$ cat src/rtl/dmem_result_monitor.sv
// dmem_result_monitor
//   Passive observer on the data-memory write port between the CPU and data memory.
//   After an arm pulse it counts RUN cycles and stores, captures the data of the first
//   store to the watched word and raises a sticky done flag. If no hit arrives within
//   TIMEOUT_CYCLES, it raises a sticky timeout flag instead. It never drives the port.
//
// Ports
//   clock        in   rising-edge clock
//   reset        in   synchronous, active-high reset
//   arm          in   pulse: clear counters and start watching (ignored while running)
//   memWrite     in   data-memory write enable
//   memAddr      in   data-memory byte address (bits [1:0] ignored for the match)
//   memWriteData in   data-memory write data
//   running      out  high while watching
//   done         out  sticky: watched word written
//   timeout      out  sticky: no hit within TIMEOUT_CYCLES
//   result       out  data of the capturing store
//   cycles       out  RUN cycles elapsed, including the capture cycle
//   storeCount   out  stores seen while running (saturating)
module dmem_result_monitor #(
  parameter logic [31:0] WATCH_ADDR     = 32'h0000_001C,
  parameter int unsigned TIMEOUT_CYCLES = 30000,
  parameter int unsigned CNT_W          = 32,
  parameter int unsigned WCNT_W         = 16
) (
  input  logic              clock,
  input  logic              reset,
  input  logic              arm,
  input  logic              memWrite,
  input  logic [31:0]       memAddr,
  input  logic [31:0]       memWriteData,
  output logic              running,
  output logic              done,
  output logic              timeout,
  output logic [31:0]       result,
  output logic [CNT_W-1:0]  cycles,
  output logic [WCNT_W-1:0] storeCount
);

  typedef enum logic [1:0] {StIdle, StRun, StDone, StTimeout} state_e;

  localparam logic [CNT_W-1:0] TimeoutLast = CNT_W'(TIMEOUT_CYCLES - 1);
  localparam logic [CNT_W-1:0] CycOne      = CNT_W'(1);
  localparam logic [WCNT_W-1:0] StoreOne   = WCNT_W'(1);

  state_e              state_q, state_d;
  logic [CNT_W-1:0]    cycles_q, cycles_d;
  logic [WCNT_W-1:0]   count_q, count_d;
  logic [31:0]         result_q, result_d;
  logic                running_q, done_q, timeout_q;
  logic                hit;

  // Word-granular match: byte offset within the word is ignored.
  assign hit = memWrite && (memAddr[31:2] == WATCH_ADDR[31:2]);

  always_comb begin
    state_d  = state_q;
    cycles_d = cycles_q;
    count_d  = count_q;
    result_d = result_q;
    unique case (state_q)
      StIdle, StDone, StTimeout: begin
        if (arm) begin
          state_d  = StRun;
          cycles_d = '0;
          count_d  = '0;
          result_d = '0;
        end
      end
      StRun: begin
        cycles_d = cycles_q + CycOne;
        if (memWrite && (count_q != '1)) begin
          count_d = count_q + StoreOne;
        end
        // A hit on the last allowed cycle still wins over the timeout.
        if (hit) begin
          result_d = memWriteData;
          state_d  = StDone;
        end else if (cycles_q == TimeoutLast) begin
          state_d = StTimeout;
        end
      end
      default: state_d = StIdle;
    endcase
  end

  always_ff @(posedge clock) begin
    if (reset) begin
      state_q   <= StIdle;
      cycles_q  <= '0;
      count_q   <= '0;
      result_q  <= '0;
      running_q <= 1'b0;
      done_q    <= 1'b0;
      timeout_q <= 1'b0;
    end else begin
      state_q   <= state_d;
      cycles_q  <= cycles_d;
      count_q   <= count_d;
      result_q  <= result_d;
      // Flags registered from next state so they line up with state_q.
      running_q <= (state_d == StRun);
      done_q    <= (state_d == StDone);
      timeout_q <= (state_d == StTimeout);
    end
  end

  assign running    = running_q;
  assign done       = done_q;
  assign timeout    = timeout_q;
  assign result     = result_q;
  assign cycles     = cycles_q;
  assign storeCount = count_q;

endmodule

$ cat config.mk
export PLATFORM = sky130hd
export DESIGN_NAME = dmem_result_monitor
export DESIGN_NICKNAME = d
export VERILOG_FILES = /design/src/rtl/dmem_result_monitor.sv
export SDC_FILE = /design/constraint.sdc
export NUM_CORES = 1
export LEC_CHECK = 0
export CAP_MARGIN = 20
export CORE_ASPECT_RATIO = 0.75
export CORE_MARGIN = 3
export CORE_UTILIZATION = 50
export CTS_CLUSTER_DIAMETER = 40
export DETAILED_ROUTE_END_ITERATION = 16
export MAX_ROUTING_LAYER = met4
export PLACE_DENSITY = 0.85
export SYNTH_ARGS = -nofsm -noshare
export SYNTH_HDL_FRONTEND = slang
export SYNTH_SLANG_ARGS = --single-unit
$ cat constraint.sdc
create_clock -name clock -period 4.8 [get_ports clock]
set_clock_uncertainty 0.15 [all_clocks]
set_input_delay 0.72 -clock clock [delete_from_list [all_inputs] [get_ports clock]]
set_output_delay 0.72 -clock clock [all_outputs]
set_load 0.01 [all_outputs]
# Word-level counts from Yosys, hierarchy flattened
# Cells that the tools add are included.
[totals]
word_cells = 38
ff_bits = 85
output_inout_bits = 83
[op_classes]
n_reduce_logical = 6
muxes = 11
eq_ne = 12
addsub = 2
[op_table]
columns = ["operator", "n"]
rows = [
  ["$pmux W32 S2", 2],
  ["$mux W32", 2],
  ["$add A32 B1 Y32 const B", 1],
  ["$eq A32 B15 Y1 const B", 1],
  ["$mux W16", 2],
  ["$pmux W16 S2", 1],
  ["$eq A30 B3 Y1 const B", 1],
  ["$add A16 B1 Y16 const B", 1],
  ["$ne A16 B16 Y1 const B", 1],
  ["$eq A2 B2 Y1 const B", 4],
  ["$mux W2", 3],
  ["$ne A2 B2 Y1 const B", 3],
  ["$eq A2 B1 Y1 const B", 2],
  ["$pmux W2 S2", 1],
  ["$reduce_and A2 Y1", 2],
  ["$reduce_or A3 Y1", 1],
  ["$logic_and A1 B1 Y1", 2],
  ["$logic_not A2 Y1", 1],
]

# Depth between registers and ports, before layout
[logic_depth]
word_depth = 5
depth_mapped = 7

# Least setup slack after synthesis
# Ideal clock, no wire load.
[synth_timing]
path_type = "in2reg"
from = "input port memAddr[5]"
to = "register result_q[23], in the netlist result[23]"
setup_time_ps = 70
stages = 6
t_arrival_ps = 1960
required_time_ps = 4580
slack_ps = 2619
n_path_buf = 2
path_cell_list = "nor4b_1 > and4_1 > clkbuf_1 > clkbuf_1 > nand4_1 > a21oi_1"
[synth_between]
elab_chain_cells = 4
[synth_rtl]
columns = ["element", "line_no", "rtl"]
rows = [
  ["from (decl)", "30", "input logic [31:0] memAddr,"],
  ["$eq A30 B3 Y1", "54", "assign hit = memWrite && (memAddr[31:2] == WATCH_ADDR[31:2]);"],
  ["$logic_and A1 B1 Y1", "54", ""],
  ["$ne A2 B2 Y1 (no source line)", "n/a", ""],
  ["$reduce_and A2 Y1 (no source line)", "n/a", ""],
  ["to (signal assigned)", "100", "result_q <= result_d;"],
  ["to (decl)", "49", "logic [31:0] result_q, result_d;"],
]
# Every way passes these cells.
# A chain may end at the register's enable or synchronous reset.

# Final worst setup path
[layout_timing]
from = "input port memWrite"
to = "register result_q[15], in the netlist result[15]"
[layout_between]
elab_chain_cells = 3
[layout_rtl]
columns = ["element", "line_no", "rtl"]
rows = [
  ["from (decl)", "29", "input logic memWrite,"],
  ["$logic_and A1 B1 Y1", "54", ""],
  ["$ne A2 B2 Y1 (no source line)", "n/a", ""],
  ["$reduce_and A2 Y1 (no source line)", "n/a", ""],
]
# Every way passes these cells.

==> out/qor.csv <==
metric,value,unit
combPwrFrac,8.6,%
ioPinCount,151,
drt_iter0_drc,550,
synth_edf_count,0,
p_sw_share,23.0,%
intPower,1.15,mW
rsz0062_at_grt,no,
fin_nets,751,
die-area,10500,µm²
synth_flop_cell,dfxtp_1,
p_total,1.50,mW
synthToLayoutAreaGrowth,38.1,%
viasPerCell,6.50,
clk_latency,340,ps
wl_per_cell,19.1,µm
dpl_cell_area,6140,µm²
die-height,89.5,µm
drive_gt1_share,6.12,%
dp.final_hpwl,10500,µm
vias,5261,
fin_setup_tns,0,ps
yosys.area.top_type,dfxtp_1,
grt_max_degree,66,
power_frac_seq,47.6,%
setup_viol,0,
postCtsHoldBufs,0,
ys_types,58,
ant_nets,0,
p_sw,0.343,mW
clkSlewWorstSetupHoldPaths,60,ps
async_reset_ff_share,0,%
drtPass1Iterations,5,
cts_max_path_buffers,2,
ys_seq_area_share,36.6,%
cts_resized,0,
die_w,117,µm
max_clock_freq,315,MHz
synthTopCellsByCount,"85 x dfxtp_1, 58 x a21oi_1, 45 x nand4_1, 38 x clkbuf_1, 34 x o31ai_1",
grt_pass1_vias,5017,
status,completed,
path_class,in2reg,
grt_overflow,0,
post_cts_buffers,0,
grt_pass1_wl,24600,µm
drc,0,
row_count,29,
syn_inst,560,
max-vdd-ir-drop,192,µV
diodes,0,
required,4860,ps
yosys.area.top_type_share,36.6,%
port_buffers,148,
yosysMostFrequentCell,dfxtp_1,
powerDensity,233,nW/µm²
fin_area,6420,µm²
antenna_found_initial,0,
synthTopCellsByArea,"dfxtp_1 37%, a21oi_1 6.2%, nand4_1 6.1%",
wirelength,15500,µm
initial_utilization,53.1,%
start_kind,input port,
fp.coreArea,8740,µm²
avgSynthCellArea,8.30,µm²
finalHoldViolCount,0,
crit_arrival,3240,ps
cts_made_buffers,9,
yosys_warnings,0,
clock_sinks,85,
hold_path_class,reg2reg,
path_max_fanout,17,
post-route-period-util,66.1,%
clkPwrFrac,43.8,%
htree_num_levels,3,
maxCapViolations,0,
fin_crit,3180,ps
slew_violations,0,
fillers,653,
worst_pin_slew,922,ps
netlist_area,4650,µm²
endpoint_kind,flip-flop,
relSlewSlack,38.0,%
grt_usage,29.0,%
clock-root-buffer,clkbuf_16,
synth_nets,630,
place.gp.congestion,0.870,
p_leak,2.05,nW
cts_tree,built,
synth_seq_cells,85,
==> power groups by stage <==
| stage | clock, mW | combinational [mW] | sequential, mW |
|---|---|---|---|
| after global placement | 0 | 0.123 | 0.727 |
| final | 0.655 | 0.128 | 0.712 |
| after CTS | 0.658 | 0.127 | 0.712 |
| after global routing | 0.688 | 0.137 | 0.712 |
| after detailed placement | 0 | 0.126 | 0.727 |
| after floorplan | 0 | 0.0524 | 0.727 |
==> final timing paths <==
kind	to	startpoint	cells after the start	slack, ps
worst min register to register	cycles[28]	cycles[28]	2	360
worst max register to register	storeCount[5]	state_q[1]	5	1890
worst min-delay path	cycles[28]	cycles[28]	2	360
worst max-delay path	result[15]	memWrite	6	1620
==> sequential cells by signal (all words and copies together) (netlist names) <==
signal	cells
cycles	32
result	32
storeCount	16
state_q	2
done	1
running	1
timeout	1
==> worst max-delay path, cell delays in order <==
cell             delay [ps]
clkdlybuf4s50_1         550
and3b_1                 510
nand3_1                 630
buf_4                   430
o31ai_1                 260
a21oi_1                 110
==> layout make-up <==
class,count,area (µm²),area share [%]
clock buffers,15,268,4.17
clock inverters,1,5.00,0.0780
inverters,5,18.8,0.293
multi-input cells,421,2700,42.1
flip-flops and latches,85,1700,26.5
well taps,124,155,2.42
repair buffers,159,1570,24.4
==> metrics by stage <==
stage / hold WS, ps / setup WS [ps] / utilization (%) / instances
after floorplan: 331 / 2620 / - / 560
after global placement: 342 / 1410 / 70.1 / 793
after detailed placement: 348 / 1360 / 70.3 / 794
after CTS: 362 / 1710 / 73.4 / 810
after global routing: 376 / 1460 / 73.4 / 810
final: 364 / 1620 / 73.4 / 810
==> layout by cell type, fill, tap and decap left out, drive strengths merged, types with 5 or more instances in the layout <==
master and n:
nand2b 7, o31ai 34, dfxtp 85, nand3b 5, nor3 10, or4 9
buf 12, clkbuf 15, nor2 20, nand3 26, nand2 32, inv 5
and4 5, a31oi 8, mux2i 7, nor4 19, a41oi 5, and3 20
nand4 46, clkdlybuf4s50 147, a21boi 33, or3 7, a21oi 58, o211ai 12
o21ai 6
==> cell families (layout without fill, tap and decap cells) <==
family,count (synthesis),after routing,synth area share (%)
buffers and inverters,54,180,5.22
and+or+nand+nor,226,226,28.5
muxes,11,11,2.48
DFF,85,85,36.6
adders and majority gates,2,2,0.539
AOI/OAI and AO/OA,182,182,26.6
==> routing by layer <==
metal / track usage (%) / wire [µm]
met5: - / 0
met4: 9.16 / 263
met3: 6.39 / 1250
met2: 46.4 / 7380
met1: 37.2 / 6610
No activity file was read; power rests on OpenSTA's default activity.
==> RTL change, RTL diff (same flow settings) <==
Set the parameter `WCNT_W` to 12 (it was 16).
--- a/src/rtl/dmem_result_monitor.sv
+++ b/src/rtl/dmem_result_monitor.sv
@@ -23,3 +23,3 @@
   parameter int unsigned CNT_W          = 32,
-  parameter int unsigned WCNT_W         = 16
+  parameter int unsigned WCNT_W         = 12
 ) (
Ports: changed (resized storeCount); port bits go from 151 to 147. The function was not compared with the original's and may differ.
==> RTL change against the original RTL <==
Total power is 12% lower. Sequential cell count is 4 lower. Cell area is 17% lower. Largest cell class unchanged. Area after synthesis is 21% lower. Wire length is 30% lower. Critical endpoint is now result[19]. Worst setup slack better by 370 ps. Global-route usage is 3.6 points lower. Critical path depth stayed put.
==> RTL change: results (changes against the original RTL) <==
Worst path max stage delay 580 ps (-50 ps); top post-synthesis cells by count dfxtp_1 (81), a21oi_1 (33), a22o_1 (32), nand2_1 (29), nand3_1 (27); Seq/Total Area, Yosys 0.441 (+0.0748); maximum VDD drop 0.169 mV (-12%); crit share post-route 0.584 (-0.0780); vias in the first global route 3,537 (-29%); Final nets 614 (-18%); share of cells above drive strength 1 0.0583 (-0.00294); top post-synthesis cells by area dfxtp_1 (44%), a22o_1 (7.6%), a21oi_1 (4.5%); Worst Hold Depth 1 (-1); Total GRT Usage 0.254 (-0.0360); leakage 1.83 nW (-11%); outcome completed; hold endpoint result[1]; max_slew headroom 0.482 (+0.102); clock root buffer master clkbuf_8; Iter 0 DRT Violations 271 (-51%); clock-pin slew on the worst setup and hold paths 90 ps (+30 ps); post-synth cell types 55 (-5.2%); R2R Path End result[19]; via count of the routed design 3,940 (-25%); CP max FO 32 (+15); R2R setup slack 2160 ps (+270 ps); CP max stage cell or4_4; reg2reg path depth 4 (-1)
RTL change: kinds of logic after synthesis:
group                    count (synthesis)  share of synthesized area
multiplexers                             4                     0.0119
AND/OR/NAND/NOR                        180                      0.282
AO/OA/AOI/OAI                          117                      0.221
adder cells (fa/ha/maj)                  2                    0.00681
buffers and inverters                   26                     0.0374
flip-flops                              81                      0.441
RTL change: metrics by stage:
step                 util  area (um^2)  std cells  power [mW]
floorplan               -         3680        410       0.735
global placement    0.738         5140        631       0.802
detailed placement  0.738         5140        631       0.804
CTS                 0.768         5340        647        1.33
global route        0.768         5340        647        1.37
finish              0.768         5340        647        1.32
RTL change: worst max path at each step:
stage | start | endpoint | cells past startpoint
global route | memAddr[18] | result[20] | 6
floorplan | memAddr[18] | result[10] | 6
CTS | memAddr[18] | result[29] | 6
finish | memAddr[18] | result[19] | 6
global placement | memAddr[18] | result[17] | 6
detailed placement | memAddr[18] | result[29] | 6
RTL change: layout make-up:
class                   count  share of cell area
clock inverters             7              0.0157
repair buffers            148               0.275
multi-input cells         303               0.359
flip-flops and latches     81               0.303
well taps                  98              0.0229
clock buffers               9              0.0232
inverters                   1            0.000702
RTL change: report_power, final:
group / internal, mW / switching [mW] / total, mW
sequential: 0.674 / 0.00251 / 0.676
clock: 0.251 / 0.280 / 0.531
combinational: 0.0614 / 0.0524 / 0.114
RTL change: routing by layer:
layer / GRT usage / wire length, um / share of wire
met5: - / 0 / 0
met4: 0.0655 / 116 / 0.011
met3: 0.0610 / 859 / 0.079
met2: 0.390 / 5080 / 0.47
met1: 0.340 / 4790 / 0.44
